`config.mk`:
```
export PLATFORM = sky130hd
export DESIGN_NAME = stopwatch_ctrl
export DESIGN_NICKNAME = d
export VERILOG_FILES = /design/src/rtl/stopwatch_ctrl_pkg.sv /design/src/rtl/stopwatch_ctrl_btn_debounce.sv /design/src/rtl/stopwatch_ctrl.sv
export SDC_FILE = /design/constraint.sdc
export NUM_CORES = 1
export LEC_CHECK = 0
export CELL_PAD_IN_SITES_DETAIL_PLACEMENT = 1
export CELL_PAD_IN_SITES_GLOBAL_PLACEMENT = 2
export CORE_MARGIN = 2
export CORE_UTILIZATION = 35
export CTS_CLUSTER_SIZE = 40
export DETAILED_ROUTE_END_ITERATION = 8
export PLACE_DENSITY = 0.8
export SETUP_SLACK_MARGIN = 0.05
export SLEW_MARGIN = 0
export SYNTH_ARGS = -nofsm -noshare
export SYNTH_HDL_FRONTEND = slang
export SYNTH_SLANG_ARGS = --single-unit
```
`constraint.sdc`:
```
create_clock -name i_clk -period 1.95 [get_ports i_clk]
set_clock_uncertainty 0.2 [all_clocks]
set_input_delay 0.195 -clock i_clk [delete_from_list [all_inputs] [get_ports i_clk]]
set_output_delay 0.195 -clock i_clk [all_outputs]
set_load 0.05 [all_outputs]
```
`src/rtl/stopwatch_ctrl_pkg.sv`:
```
// Shared definitions for the stopwatch front end: FSM state codes, BCD digit
// limits, parameter defaults and the mm:ss increment helper.
package stopwatch_ctrl_pkg;

    typedef logic [1:0] state_t;

    localparam state_t ST_IDLE = 2'd0;
    localparam state_t ST_RUN  = 2'd1;
    localparam state_t ST_STOP = 2'd2;
    localparam state_t ST_LAP  = 2'd3;

    localparam int SEC_TENS_MAX = 5;
    localparam int DIGIT_MAX    = 9;

    localparam int PRESCALE_DEF = 10;
    localparam int DEBOUNCE_DEF = 4;

    typedef struct packed {
        logic [3:0] m_tens;
        logic [3:0] m_ones;
        logic [2:0] s_tens;
        logic [3:0] s_ones;
    } bcd_time_t;

    // Ripple-carry increment; 99:59 wraps to 00:00 so no digit leaves its range.
    function automatic bcd_time_t bcd_inc(input bcd_time_t t);
        bcd_time_t n;
        n = t;
        if (t.s_ones != 4'(DIGIT_MAX)) begin
            n.s_ones = t.s_ones + 4'd1;
        end else begin
            n.s_ones = 4'd0;
            if (t.s_tens != 3'(SEC_TENS_MAX)) begin
                n.s_tens = t.s_tens + 3'd1;
            end else begin
                n.s_tens = 3'd0;
                if (t.m_ones != 4'(DIGIT_MAX)) begin
                    n.m_ones = t.m_ones + 4'd1;
                end else begin
                    n.m_ones = 4'd0;
                    if (t.m_tens != 4'(DIGIT_MAX)) begin
                        n.m_tens = t.m_tens + 4'd1;
                    end else begin
                        n.m_tens = 4'd0;
                    end
                end
            end
        end
        return n;
    endfunction

endpackage

```
`src/rtl/stopwatch_ctrl_btn_debounce.sv`:
```
// Push-button input stage: 2-flop synchroniser, run-length debouncer and a
// one-cycle press pulse on the accepted level's rising edge.
module btn_debounce
    import stopwatch_ctrl_pkg::*;
#(
    parameter int DEBOUNCE = DEBOUNCE_DEF
) (
    input  logic i_clk,
    input  logic i_rst,
    input  logic i_btn,
    output logic o_press
);

    localparam logic [7:0] CNT_LAST = 8'(DEBOUNCE - 1);

    logic       r_sync1;
    logic       r_sync2;
    logic       r_level;
    logic       r_press;
    logic [7:0] r_cnt;

    always_ff @(posedge i_clk or posedge i_rst) begin
        if (i_rst) begin
            r_sync1 <= 1'b0;
            r_sync2 <= 1'b0;
            r_level <= 1'b0;
            r_press <= 1'b0;
            r_cnt   <= 8'd0;
        end else begin
            r_sync1 <= i_btn;
            r_sync2 <= r_sync1;
            r_press <= 1'b0;
            if (r_sync2 == r_level) begin
                r_cnt <= 8'd0;
            end else if (r_cnt == CNT_LAST) begin
                // Only a rising accepted level is a press; releases are silent.
                r_level <= r_sync2;
                r_press <= r_sync2;
                r_cnt   <= 8'd0;
            end else begin
                r_cnt <= r_cnt + 8'd1;
            end
        end
    end

    assign o_press = r_press;

endmodule

```
`src/rtl/stopwatch_ctrl.sv`:
```
// Stopwatch front end: start/stop/lap/clear FSM, one-second prescaler and a
// BCD mm:ss count feeding the display multiplexer.
//
// state | meaning
// IDLE  | count 00:00, stopped
// RUN   | counting, display live
// STOP  | paused, count and partial second kept
// LAP   | counting, display shows latched count
module stopwatch_ctrl
    import stopwatch_ctrl_pkg::*;
#(
    parameter int PRESCALE = PRESCALE_DEF,
    parameter int DEBOUNCE = DEBOUNCE_DEF
) (
    input  logic       i_clk,
    input  logic       i_rst,
    input  logic       i_btn_ss,
    input  logic       i_btn_lap,
    output logic [3:0] o_s_ones,
    output logic [2:0] o_s_tens,
    output logic [3:0] o_m_ones,
    output logic [3:0] o_m_tens,
    output logic       o_running,
    output logic       o_frozen,
    output logic       o_tick
);

    localparam logic [9:0] PRESC_LAST = 10'(PRESCALE - 1);

    logic      w_ev_ss;
    logic      w_ev_lap;
    state_t    r_state;
    state_t    w_state_nxt;
    logic      w_latch_en;
    logic      w_clear;
    logic      w_counting;
    logic      w_wrap;
    logic [9:0] r_presc;
    logic      r_tick;
    bcd_time_t r_count;
    bcd_time_t r_lap;
    bcd_time_t w_disp;

    btn_debounce #(.DEBOUNCE(DEBOUNCE)) u_db_ss (
        .i_clk   (i_clk),
        .i_rst   (i_rst),
        .i_btn   (i_btn_ss),
        .o_press (w_ev_ss)
    );

    btn_debounce #(.DEBOUNCE(DEBOUNCE)) u_db_lap (
        .i_clk   (i_clk),
        .i_rst   (i_rst),
        .i_btn   (i_btn_lap),
        .o_press (w_ev_lap)
    );

    assign w_counting = (r_state == ST_RUN) || (r_state == ST_LAP);
    assign w_wrap     = (r_presc == PRESC_LAST);

    // SS has priority: a coincident LAP event is dropped.
    always_comb begin
        w_state_nxt = r_state;
        w_latch_en  = 1'b0;
        w_clear     = 1'b0;
        if (w_ev_ss) begin
            case (r_state)
                ST_IDLE: w_state_nxt = ST_RUN;
                ST_RUN:  w_state_nxt = ST_STOP;
                ST_LAP:  w_state_nxt = ST_STOP;
                ST_STOP: w_state_nxt = ST_RUN;
                default: w_state_nxt = ST_IDLE;
            endcase
        end else if (w_ev_lap) begin
            case (r_state)
                ST_RUN: begin
                    w_state_nxt = ST_LAP;
                    w_latch_en  = 1'b1;
                end
                ST_LAP:  w_state_nxt = ST_RUN;
                ST_STOP: begin
                    w_state_nxt = ST_IDLE;
                    w_clear     = 1'b1;
                end
                default: w_state_nxt = r_state;
            endcase
        end
    end

    always_ff @(posedge i_clk or posedge i_rst) begin
        if (i_rst) begin
            r_state <= ST_IDLE;
            r_presc <= 10'd0;
            r_tick  <= 1'b0;
            r_count <= '0;
            r_lap   <= '0;
        end else begin
            r_state <= w_state_nxt;
            r_tick  <= w_counting && w_wrap;
            if (w_clear) begin
                r_presc <= 10'd0;
            end else if (w_counting) begin
                r_presc <= w_wrap ? 10'd0 : r_presc + 10'd1;
            end
            // A pending tick still lands when SS stops the watch in the same cycle.
            if (w_clear) begin
                r_count <= '0;
            end else if (r_tick) begin
                r_count <= bcd_inc(r_count);
            end
            if (w_latch_en) begin
                r_lap <= r_count;
            end
        end
    end

    assign w_disp    = (r_state == ST_LAP) ? r_lap : r_count;
    assign o_s_ones  = w_disp.s_ones;
    assign o_s_tens  = w_disp.s_tens;
    assign o_m_ones  = w_disp.m_ones;
    assign o_m_tens  = w_disp.m_tens;
    assign o_running = w_counting;
    assign o_frozen  = (r_state == ST_LAP);
    assign o_tick    = r_tick;

endmodule

```
Word-level counts from Yosys, hierarchy flattened
Cells that the tools add are included. W data, S select, Z words.

Output and inout port bits: 18. Logic and storage cells: 91. Flip-flop bits (word level): 67. Bits of input ports: 4.

Bitwise logic cells: 2. Reductions and logical operators: 15. Muxes and demuxes: 31. Eq/ne operators: 15. Add/sub/neg operators: 7.

Operator list (number): $mux W15 (3); $mux W8 (5); $mux W10 (3); $add A8 B1 Y8 const B (2); $eq A8 B2 Y1 const B (2); $mux W4 (4); $add A4 B1 Y4 const B (3); $ne A4 B4 Y1 const B (3); $mux W11 (1); $add A10 B1 Y10 const B (1); $eq A10 B4 Y1 const B (1); $mux W1 (10); $reduce_and A2 Y1 (4); $ne A2 B2 Y1 const B (3); $pmux W2 S3 (1); $reduce_bool A2 Y1 (3); $eq A2 B2 Y1 const B (2); $mux W2 (2); $pmux W2 S2 (1); $reduce_and A4 Y1 (1); $reduce_bool A4 Y1 (1); $reduce_or A2 Y1 (2); $add A3 B1 Y3 const B (1); $mux W3 (1); 8 further kinds (10).

Depth between registers and ports, before layout
Depth in word-level cells: 7. Depth in mapped cells: 7. Gate-level depth less buffers: 6.

Hierarchy
Synthesis repeated with hierarchy kept, for this count alone.

Cell total of the unflattened synthesis: 314. Area total of the unflattened synthesis: 3384.5 um2.

Modules (own cells, without submodules): stopwatch_ctrl (times used 1, area each 2358.5 um2, seq. area each 1076.0 um2, cells each 222); btn_debounce (times used 2, area each 513.0 um2, seq. area each 300.3 um2, cells each 46).

Worst setup path after synthesis
Ideal clock, no wire load.

Path type: register -> output. Start point: reg r_state[0]. End point: out o_m_ones[1]. Arrival time: 2.282 ns. Stages on the path, launching flop included: 6. Path buffers: 2. Setup slack: -0.727 ns. Data required time: 1.555 ns. Cell sequence: dfrtp_1 > buf_6 > nand2_1 > buf_2 > inv_1 > o21ai_0.

Cells in the longest elaborated chain, start to end: 2.

RTL lines: start, declared (RTL line stopwatch_ctrl.sv:32) `state_t r_state;`; start signal, assigned (RTL line stopwatch_ctrl.sv:98) `r_state <= w_state_nxt;`; $eq A2 B2 Y1; via o_frozen (RTL line stopwatch_ctrl.sv:24) `output logic o_frozen,`; $mux W15 (RTL line stopwatch_ctrl.sv:117) `assign w_disp = (r_state == ST_LAP) ? r_lap : r_count;`; end, declared (RTL line stopwatch_ctrl.sv:21) `output logic [3:0] o_m_ones,`.

The timed path passes the listed nets, and every way through them passes these cells.

Final worst setup path
Start point: reg r_state[1]. End point: out o_s_ones[0].

Cells in the longest elaborated chain, start to end: 2.

RTL lines: $eq A2 B2 Y1 (RTL line stopwatch_ctrl.sv:117); $mux W15 (RTL line stopwatch_ctrl.sv:117); end, declared (RTL line stopwatch_ctrl.sv:19) `output logic [3:0] o_s_ones,`.

Every way passes these cells.

==> results.md <==
* Status: finished, final reports clean
* Slowest stage delay, CP at 0.41 ns
* Worst hold-check path type: input pin to flop
* Total power at 4.22 mW
* Final Max Slew Viols at 0
* Core footprint at 9150 um^2
* Crit path buf inv count at 2
* Die area at 10200 um^2
* Power density cells at 976 nW/um^2
* Via count at 2358
* Die width at 101 um
* Critical Path End Type: primary output
* Setup TNS at 0 ns
* Vias per Instance at 5.15
* Maximum level of the CTS H-tree at 3
* Starting DRT DRC Count at 79
* Wire per inst at 15.2 um
* Final #Nets at 357
* Lkg Pwr at 2.03 nW
* Worst slew margin at 79.2%
* Max Cap Violations at 0
* Slew @ Worst Pin at 0.307 ns
* Top-area cell type share of the netlist area at 51.1%
* Antenna Cells at 0
* Crit Path Max Fanout at 6
* Worst Path Required at 1.55 ns
* Initial Util at 35.8%
* Setup CP Type: flop to primary output
* Post-synthesis sequential area ratio at 51.1%
* CP max-delay cell: dfrtp_1
* Top FF cell, synth: dfrtp_1
* CP cell instances: nand2_4 -> buf_12 -> mux2_4 -> buf_12
* Pin count of the biggest net entering global routing at 50
* Post-placement cell area at 3910 um^2
* Fill cells at 956
* Final setup viols at 0
* Final Cell Area at 4320 um^2
* Yosys warns at 0
* Syn Nets at 308
* Vias in the first global route at 2548
* I/O pin count at 22
* Worst EP arrival at 1.53 ns
* Fmax at 518 MHz
* VDD IR-drop max at 0.593 mV
* Count of cell types in the netlist at 43
* Post-synth EDFFs at 0
* CTS Buffer Depth at 2
* Post-Syn Area at 3280 um^2
* Layout area overhead at 31.8%
* CTS tree: done
* Global-route wire length before repair at 12.2 mm
* DP HPWL at 4.67 mm
* CTS Sinks at 67
* Routed WL at 6.98 mm
* Antenna violations before repair at 0
* Delay-heaviest family, CP: flip-flops
* TritonCTS buffer count at 9
* Clock latency on the worst-skew pair at 0.34 ns
* Clk slew on worst S/H paths at 0.07 ns
* Fin. Hold Viols at 0
* Layout cells sized above 1 at 31.7%
* Rows at 35
* Most frequent cell after synthesis: dfrtp_1
* Ranking of synthesized cells by area: dfrtp_1, mux2_2, xor2_1
* Total GRT Usage at 15.2%
* Number of synthesized register bits at 67
* Avg Cell Area, Syn at 11.2 um^2
* TritonRoute pass-1 iters at 4
* Drc violations at 0
* Final Util at 47.2%
* RSZ-0062 raised after global routing: true
* Antenna-violating nets left at 0
* Hold WS at 0.104 ns
* Cells after Synth at 294
* Remaining global-route overflow at 0
* # port buffers at 21
* Area leader, netlist: dfrtp_1
* Routability cong. at 0.796
* Most used cell, CP: buf_12
* Height of the die at 101 um
* CTS root buffer: clkbuf_8
* Fin crit period at 1.93 ns
* Tcrit/Tclk final at 99.0%
* Most frequent cells after synthesis: dfrtp_1, mux2_2, nor2_1
* Share of flip-flops with an asynchronous set or reset at 100%
* Critical Path Start Type: flop
## through the flow
step                      setup slack [ns]  instances
after floorplan                    -0.0612        294
after global placement               0.123        432
after detailed placement            0.0494        432
after CTS                          -0.0130        453
after global routing               -0.0633        458
final                               0.0202        458
## per-layer routing
layer	vias up	track usage, %	wire length [um]	part of all wire, %
met3	11	3.12	153	2.2
met4	0	6.74	127	1.8
met5	-	0	0	0
met2	25	25.6	3630	52
met1	1193	18.9	3070	44
li1	1129	-	-	-
## cells in the final DEF, fill, tap and decap left out, types with 6 or more instances in the layout
master,count
o21ai_0,7
xor2_1,19
nor2_1,29
ha_1,9
nor3_1,6
a21oi_1,9
mux2_2,19
nand2_1,15
dfrtp_1,67
and3_1,10
clkbuf_8,11
buf_12,21
buf_4,21
mux2_4,10
nand3_1,12
## flip-flops by register name, summed over array words and instances, names as in the netlist
signal and count:
u_db_lap.r_level 1, o_tick 1, u_db_lap.r_sync2 1, u_db_ss.r_level 1, u_db_lap.r_sync1 1, r_presc 10
r_count 15, u_db_ss.r_cnt 8, u_db_lap.r_cnt 8, u_db_lap.o_press 1, r_state 2, r_lap 15
u_db_ss.r_sync2 1, u_db_ss.r_sync1 1, u_db_ss.o_press 1
## cells by family after synthesis
| logic type | Yosys count | share of synthesized area (%) |
|---|---|---|
| adders and majority gates | 10 | 3.82 |
| muxes | 30 | 10.3 |
| and+or+nand+nor | 109 | 18.2 |
| buffers and inverters | 18 | 2.94 |
| DFF | 67 | 51.1 |
| AOI/OAI and AO/OA | 37 | 7.44 |
| xor gates and xnor gates | 23 | 6.14 |
## worst paths after layout
kind | from | to | slack, ns | depth (start not counted)
setup / recovery | r_state[1] | o_s_ones[0] | 0.02 | 4
hold / removal | i_btn_lap | u_db_lap.r_sync1 | 0.10 | 1
setup reg to reg | r_state[1] | r_lap[3] | 0.11 | 6
hold reg to reg | u_db_ss.r_sync1 | u_db_ss.r_sync2 | 0.15 | 0
max in group asynchronous | i_rst | u_db_ss.r_sync2 | 0.53 | 4
min in group asynchronous | i_rst | u_db_lap.r_cnt[4] | 0.51 | 3
## worst reg2reg max path: stages (launching register included)
cell	delay [ns]
dfrtp_1	0.41
buf_4	0.15
buf_4	0.14
nor2b_4	0.11
and3b_2	0.21
buf_12	0.16
mux2_2	0.35
## where the power goes
group	total, mW	internal [mW]	switching, mW
clock network	1.15	0.653	0.494
registers	1.75	1.56	0.187
logic	1.32	0.623	0.696
## cell type report
| type | instances | area (um^2) | area share [%] |
|---|---|---|---|
| Sequential cell | 67 | 1680 | 38.8 |
| Multi-Input combinational cell | 209 | 1630 | 37.6 |
| Timing Repair Buffer | 49 | 652 | 15.1 |
| Clock buffer | 13 | 159 | 3.68 |
| Tap cell | 111 | 139 | 3.21 |
| Clock inverter | 2 | 35.0 | 0.811 |
| Inverter | 7 | 33.8 | 0.782 |
## what timing repair did
action,in CTS,in global routing
endpoints found under the setup margin,19,31
pin swaps,1,4
endpoints found under the hold margin,9,0
hold buffers,1,0
gates resized for setup,15,16
buffers inserted,5,5
No activity file was read; power rests on OpenSTA's default activity.
